--- src/rtl/i2c_pkg.sv ---
// Shared types and default parameters for the I2C bus front end.
package i2c_pkg;

    localparam int unsigned DEF_SYNC_STAGES    = 2;
    localparam int unsigned DEF_FILTER_LEN     = 3;
    localparam int unsigned DEF_TIMEOUT_CYCLES = 1024;

    typedef enum logic {
        IDLE = 1'b0,
        BUSY = 1'b1
    } bus_state_t;

endpackage

--- src/rtl/i2c_glitch_filter.sv ---
// Per-line synchronizer plus persistence filter; idles at the bus high level.
module i2c_glitch_filter
    import i2c_pkg::*;
#(
    parameter int unsigned SYNC_STAGES = DEF_SYNC_STAGES,
    parameter int unsigned FILTER_LEN  = DEF_FILTER_LEN
) (
    input  logic clk,
    input  logic rst_n,
    input  logic raw,
    output logic filt,
    output logic toggle_c
);

    localparam int unsigned CW = $clog2(FILTER_LEN + 1);

    if (SYNC_STAGES < 2) begin : g_bad_sync
        $error("i2c_glitch_filter: SYNC_STAGES must be at least 2");
    end
    if (FILTER_LEN < 1) begin : g_bad_filter
        $error("i2c_glitch_filter: FILTER_LEN must be at least 1");
    end

    logic [SYNC_STAGES-1:0] sync_q;
    logic [CW-1:0]          cnt;
    logic                   synced;

    assign synced = sync_q[SYNC_STAGES-1];

    // Filtered level flips on the edge where the counter would reach FILTER_LEN.
    assign toggle_c = (synced != filt) && (cnt == CW'(FILTER_LEN - 1));

    always_ff @(posedge clk or negedge rst_n) begin
        if (!rst_n) begin
            sync_q <= '1;
            filt   <= 1'b1;
            cnt    <= '0;
        end else begin
            sync_q <= {sync_q[SYNC_STAGES-2:0], raw};
            if (toggle_c) begin
                filt <= ~filt;
                cnt  <= '0;
            end else if (synced != filt) begin
                cnt <= cnt + 1'b1;
            end else begin
                cnt <= '0;
            end
        end
    end

endmodule

--- src/rtl/i2c_bus_frontend.sv ---
// I2C line conditioning, edge/START/STOP detection and bus-busy tracking.
// Optional SCL-stuck-low timeout enabled by defining I2C_FRONTEND_TIMEOUT_EN.
module i2c_bus_frontend
    import i2c_pkg::*;
#(
    parameter int unsigned SYNC_STAGES    = DEF_SYNC_STAGES,
    parameter int unsigned FILTER_LEN     = DEF_FILTER_LEN,
    parameter int unsigned TIMEOUT_CYCLES = DEF_TIMEOUT_CYCLES
) (
    input  logic clk,
    input  logic rst_n,
    input  logic scl_in,
    input  logic sda_in,
    output logic scl_filt,
    output logic sda_filt,
    output logic scl_rise,
    output logic scl_fall,
    output logic start_det,
    output logic stop_det,
    output logic bus_busy,
    output logic timeout
);

    if (TIMEOUT_CYCLES < 1) begin : g_bad_timeout
        $error("i2c_bus_frontend: TIMEOUT_CYCLES must be at least 1");
    end

    logic       scl_toggle_c;
    logic       sda_toggle_c;
    logic       start_c;
    logic       stop_c;
    bus_state_t state;

    i2c_glitch_filter #(
        .SYNC_STAGES(SYNC_STAGES),
        .FILTER_LEN (FILTER_LEN)
    ) u_scl_filter (
        .clk     (clk),
        .rst_n   (rst_n),
        .raw     (scl_in),
        .filt    (scl_filt),
        .toggle_c(scl_toggle_c)
    );

    i2c_glitch_filter #(
        .SYNC_STAGES(SYNC_STAGES),
        .FILTER_LEN (FILTER_LEN)
    ) u_sda_filter (
        .clk     (clk),
        .rst_n   (rst_n),
        .raw     (sda_in),
        .filt    (sda_filt),
        .toggle_c(sda_toggle_c)
    );

    // Qualify SDA transitions with a steady-high SCL; registered so pulses align with the new level.
    assign start_c = sda_toggle_c &&  sda_filt && scl_filt && !scl_toggle_c;
    assign stop_c  = sda_toggle_c && !sda_filt && scl_filt && !scl_toggle_c;

    always_ff @(posedge clk or negedge rst_n) begin
        if (!rst_n) begin
            scl_rise  <= 1'b0;
            scl_fall  <= 1'b0;
            start_det <= 1'b0;
            stop_det  <= 1'b0;
        end else begin
            scl_rise  <= scl_toggle_c && !scl_filt;
            scl_fall  <= scl_toggle_c &&  scl_filt;
            start_det <= start_c;
            stop_det  <= stop_c;
        end
    end

    // Bus state follows the registered detector pulses, so busy lags start/stop by one cycle.
    always_ff @(posedge clk or negedge rst_n) begin
        if (!rst_n) begin
            state    <= IDLE;
            bus_busy <= 1'b0;
        end else begin
            case (state)
                IDLE: begin
                    if (start_det) begin
                        state    <= BUSY;
                        bus_busy <= 1'b1;
                    end
                end
                BUSY: begin
                    if (stop_det || timeout) begin
                        state    <= IDLE;
                        bus_busy <= 1'b0;
                    end
                end
                default: begin
                    state    <= IDLE;
                    bus_busy <= 1'b0;
                end
            endcase
        end
    end

`ifdef I2C_FRONTEND_TIMEOUT_EN
    localparam int unsigned TW = $clog2(TIMEOUT_CYCLES + 1);

    logic [TW-1:0] to_cnt;

    // Counts consecutive filtered-SCL-low cycles while the bus is owned.
    always_ff @(posedge clk or negedge rst_n) begin
        if (!rst_n) begin
            to_cnt  <= '0;
            timeout <= 1'b0;
        end else begin
            timeout <= 1'b0;
            if ((state == IDLE) || scl_filt) begin
                to_cnt <= '0;
            end else if (to_cnt == TW'(TIMEOUT_CYCLES - 1)) begin
                to_cnt  <= '0;
                timeout <= 1'b1;
            end else begin
                to_cnt <= to_cnt + 1'b1;
            end
        end
    end
`else
    assign timeout = 1'b0;
`endif

endmodule

--- config.mk ---
export PLATFORM = sky130hd
export DESIGN_NAME = i2c_bus_frontend
export DESIGN_NICKNAME = d
export VERILOG_FILES = /design/src/rtl/i2c_pkg.sv /design/src/rtl/i2c_glitch_filter.sv /design/src/rtl/i2c_bus_frontend.sv
export SDC_FILE = /design/constraint.sdc
export NUM_CORES = 1
export LEC_CHECK = 0
export ABC_AREA = 1
export ABC_CLOCK_PERIOD_IN_PS = 2550
export CORE_MARGIN = 4
export CORE_UTILIZATION = 30
export DETAILED_ROUTE_END_ITERATION = 6
export GPL_ROUTABILITY_DRIVEN = 0
export HOLD_SLACK_MARGIN = 0.03
export SLEW_MARGIN = 5
export SYNTH_ARGS = -nofsm -noshare
export SYNTH_HDL_FRONTEND = slang
export SYNTH_SLANG_ARGS = --single-unit
--- constraint.sdc ---
create_clock -name clk -period 2.55 [get_ports clk]
set_input_delay 0.255 -clock clk [delete_from_list [all_inputs] [get_ports clk]]
set_output_delay 0.255 -clock clk [all_outputs]
set_load 0.005 [all_outputs]
==> impl_metrics.json <==
{
  "final_cell_mix": "nand2_1, dfrtp_1, clkdlybuf4s50_1",
  "cts_max_level": 1,
  "slowest_stage": "dfstp_2",
  "critical-path-max-stage-delay_ns": 0.57,
  "hold_class": "flop to flop",
  "worstPathMaxFanout": 4,
  "worst_hold_slack_ns": 0.359,
  "dieArea_um2": 2810,
  "overflow": 0,
  "cts_tree": "yes",
  "syn_area_um2": 608,
  "power.density_nw_per_um2": 959,
  "placedInstanceArea_um2": 734,
  "start_util_pct": 31.3,
  "period_needed_ns": 1.60,
  "cts_root_buf": "clkbuf_4",
  "met1_length_um": 377,
  "grt_pass1_vias": 392,
  "clockBufferDepth": 2,
  "clkLatencyLatePin_ns": 0.28,
  "cp-start-kind": "flop",
  "final_common_cell": "nand2_1",
  "criticalPathCategory": "flop to output pin",
  "area_delta_synth_final_pct": 26.7,
  "synth_cell_type_count": 14,
  "met3_wirelength_um": 66,
  "portBuffers": 10,
  "leakage_nw": 0.372,
  "report.final.slew_viol_count": 0,
  "seqCellArea_um2": 408,
  "ios": 12,
  "wl_um": 860,
  "fin_skew_ns": 0.0105,
  "cts_resized": 0,
  "cts_sinks": 16,
  "dp_hpwl_um": 656,
  "design_area_um2": 771,
  "syn_area_per_cell_um2": 10.5,
  "setup-violations-final": 0,
  "cp.required_ns": 2.30,
  "drt_iter0_drc": 3,
  "drv_cap": 0,
  "postCtsSetupBuffers": 0,
  "syn-instance-count": 58,
  "ys_seq_elements": 16,
  "layout.nets": 78,
  "route.detailed.drc": 0,
  "die_x_um": 53.0,
  "wl_per_cell_um": 8.78,
  "rsz0062_at_grt": "false",
  "multi_input_area_um2": 159,
  "diodes": 0,
  "yosysWarnings": 0,
  "row_count": 16,
  "endpoint_kind": "output pin",
  "worst_pin_slew_ns": 0.674,
  "ctsHoldBuffers": 0,
  "clkTransAtPathRegs_ns": 0.09,
  "slew_headroom_pct": 54.9,
  "ir_worst_vdd_mv": 0.370,
  "utilization_pct": 39.7,
  "dr_total_vias": 391,
  "wl_met2_um": 406,
  "post-route-period-util_pct": 62.7,
  "grt_max_degree": 17,
  "die_height_um": 53.0,
  "status": "completed",
  "via_per_inst": 3.99,
  "drtAntennaViolNets": 0,
  "cts-buffers-inserted": 3,
  "grt_pass1_wl_um": 1550,
  "crit_arrival_ns": 1.34,
  "ys_seq_area_share_pct": 67.1,
  "drtPass1Iterations": 4,
  "routed.top_layer": "met4",
  "track_usage_pct": 8.15,
  "coreArea_um2": 1940,
  "crit_buf_inv": 1,
  "fmax_ghz": 0.625,
  "fin_setup_tns_ns": 0,
  "path_cells": "clkdlybuf4s50_1",
  "drive_gt1_share_pct": 19.7,
  "crit_family": "flip-flops",
  "synthesis.nets": 64,
  "antenna_found_initial": 0,
  "n_fill_cell": 203,
  "r2r_slack_ns": 1.50,
  "finalHoldViolCount": 0,
  "power_mw": 0.739
}
synth_stat cells:
master	number	area (um2)
nor2_1	6	22.5
conb_1	1	3.75
dfstp_2	6	158
nand2_1	12	45.0
nor3_1	1	5.00
dfrtp_1	10	250
inv_2	3	11.3
buf_4	1	7.51
nand3_1	4	20.0
o21ai_2	1	8.76
o21ai_1	2	10.0
inv_1	6	22.5
or2_1	3	18.8
ha_1	2	25.0
state kept, by name, summed over array words and instances, names as in the netlist:
signal and cells:
bus_busy 1, scl_fall 1, u_scl_filter.sync_q 2, u_sda_filter.filt 1
u_sda_filter.cnt 2, start_det 1, u_sda_filter.sync_q 2, scl_rise 1
stop_det 1, state 1, u_scl_filter.cnt 2, u_scl_filter.filt 1
layer usage:
| layer | track usage [%] | vias to the layer above |
|---|---|---|
| li1 | - | 200 |
| met1 | 8.85 | 179 |
| met2 | 12.4 | 10 |
| met3 | 3.38 | 2 |
| met4 | 6.38 | 0 |
| met5 | 0 | - |
worst register-to-register path, stage by stage (launching register included):
cell     delay, ns
dfrtp_1       0.35
inv_1         0.05
ha_1          0.27
or2_1         0.23
nor2_1        0.09
per-stage QoR:
step,cells,worst slack (ns)
6_report,98,0.950
5_1_grt,98,0.888
4_1_cts,98,0.932
3_5_place_dp,94,1.25
3_3_place_gp,94,1.25
2_1_floorplan,58,1.57
path summary, 6_finish.rpt:
| kind | startpoint | endpoint | cells after the start |
|---|---|---|---|
| min in group asynchronous | rst_n | bus_busy | 1 |
| worst max register to register | u_sda_filter.cnt[0] | u_sda_filter.cnt[1] | 4 |
| worst min-delay path | u_scl_filter.sync_q[0] | u_scl_filter.sync_q[1] | 0 |
| worst max-delay path | u_scl_filter.filt | scl_filt | 1 |
| max in group asynchronous | rst_n | scl_rise | 1 |
| worst min register to register | u_scl_filter.sync_q[0] | u_scl_filter.sync_q[1] | 0 |
area by class of cell:
type	instances	share of cell area, %
inverters	9	4.38
repair buffers	10	13.0
well taps	27	4.38
multi-input cells	32	20.6
clock buffers	4	4.71
flip-flops and latches	16	52.9
where the power goes:
group	total (mW)	leakage [nW]	internal, mW	switching, mW
registers	0.362	0.196	0.327	0.0346
clock network	0.165	0.0210	0.0868	0.0785
logic	0.212	0.154	0.109	0.103
cell families (layout without fill, tap and decap cells):
| logic type | after synthesis | after routing | synth area share (%) |
|---|---|---|---|
| compound gates | 3 | 3 | 3.09 |
| buf+inv | 10 | 23 | 6.79 |
| fa+ha+maj | 2 | 2 | 4.11 |
| other cells | 1 | 1 | 0.617 |
| flops | 16 | 16 | 67.1 |
| simple gates | 26 | 26 | 18.3 |
(Power assumes the default switching activity.)
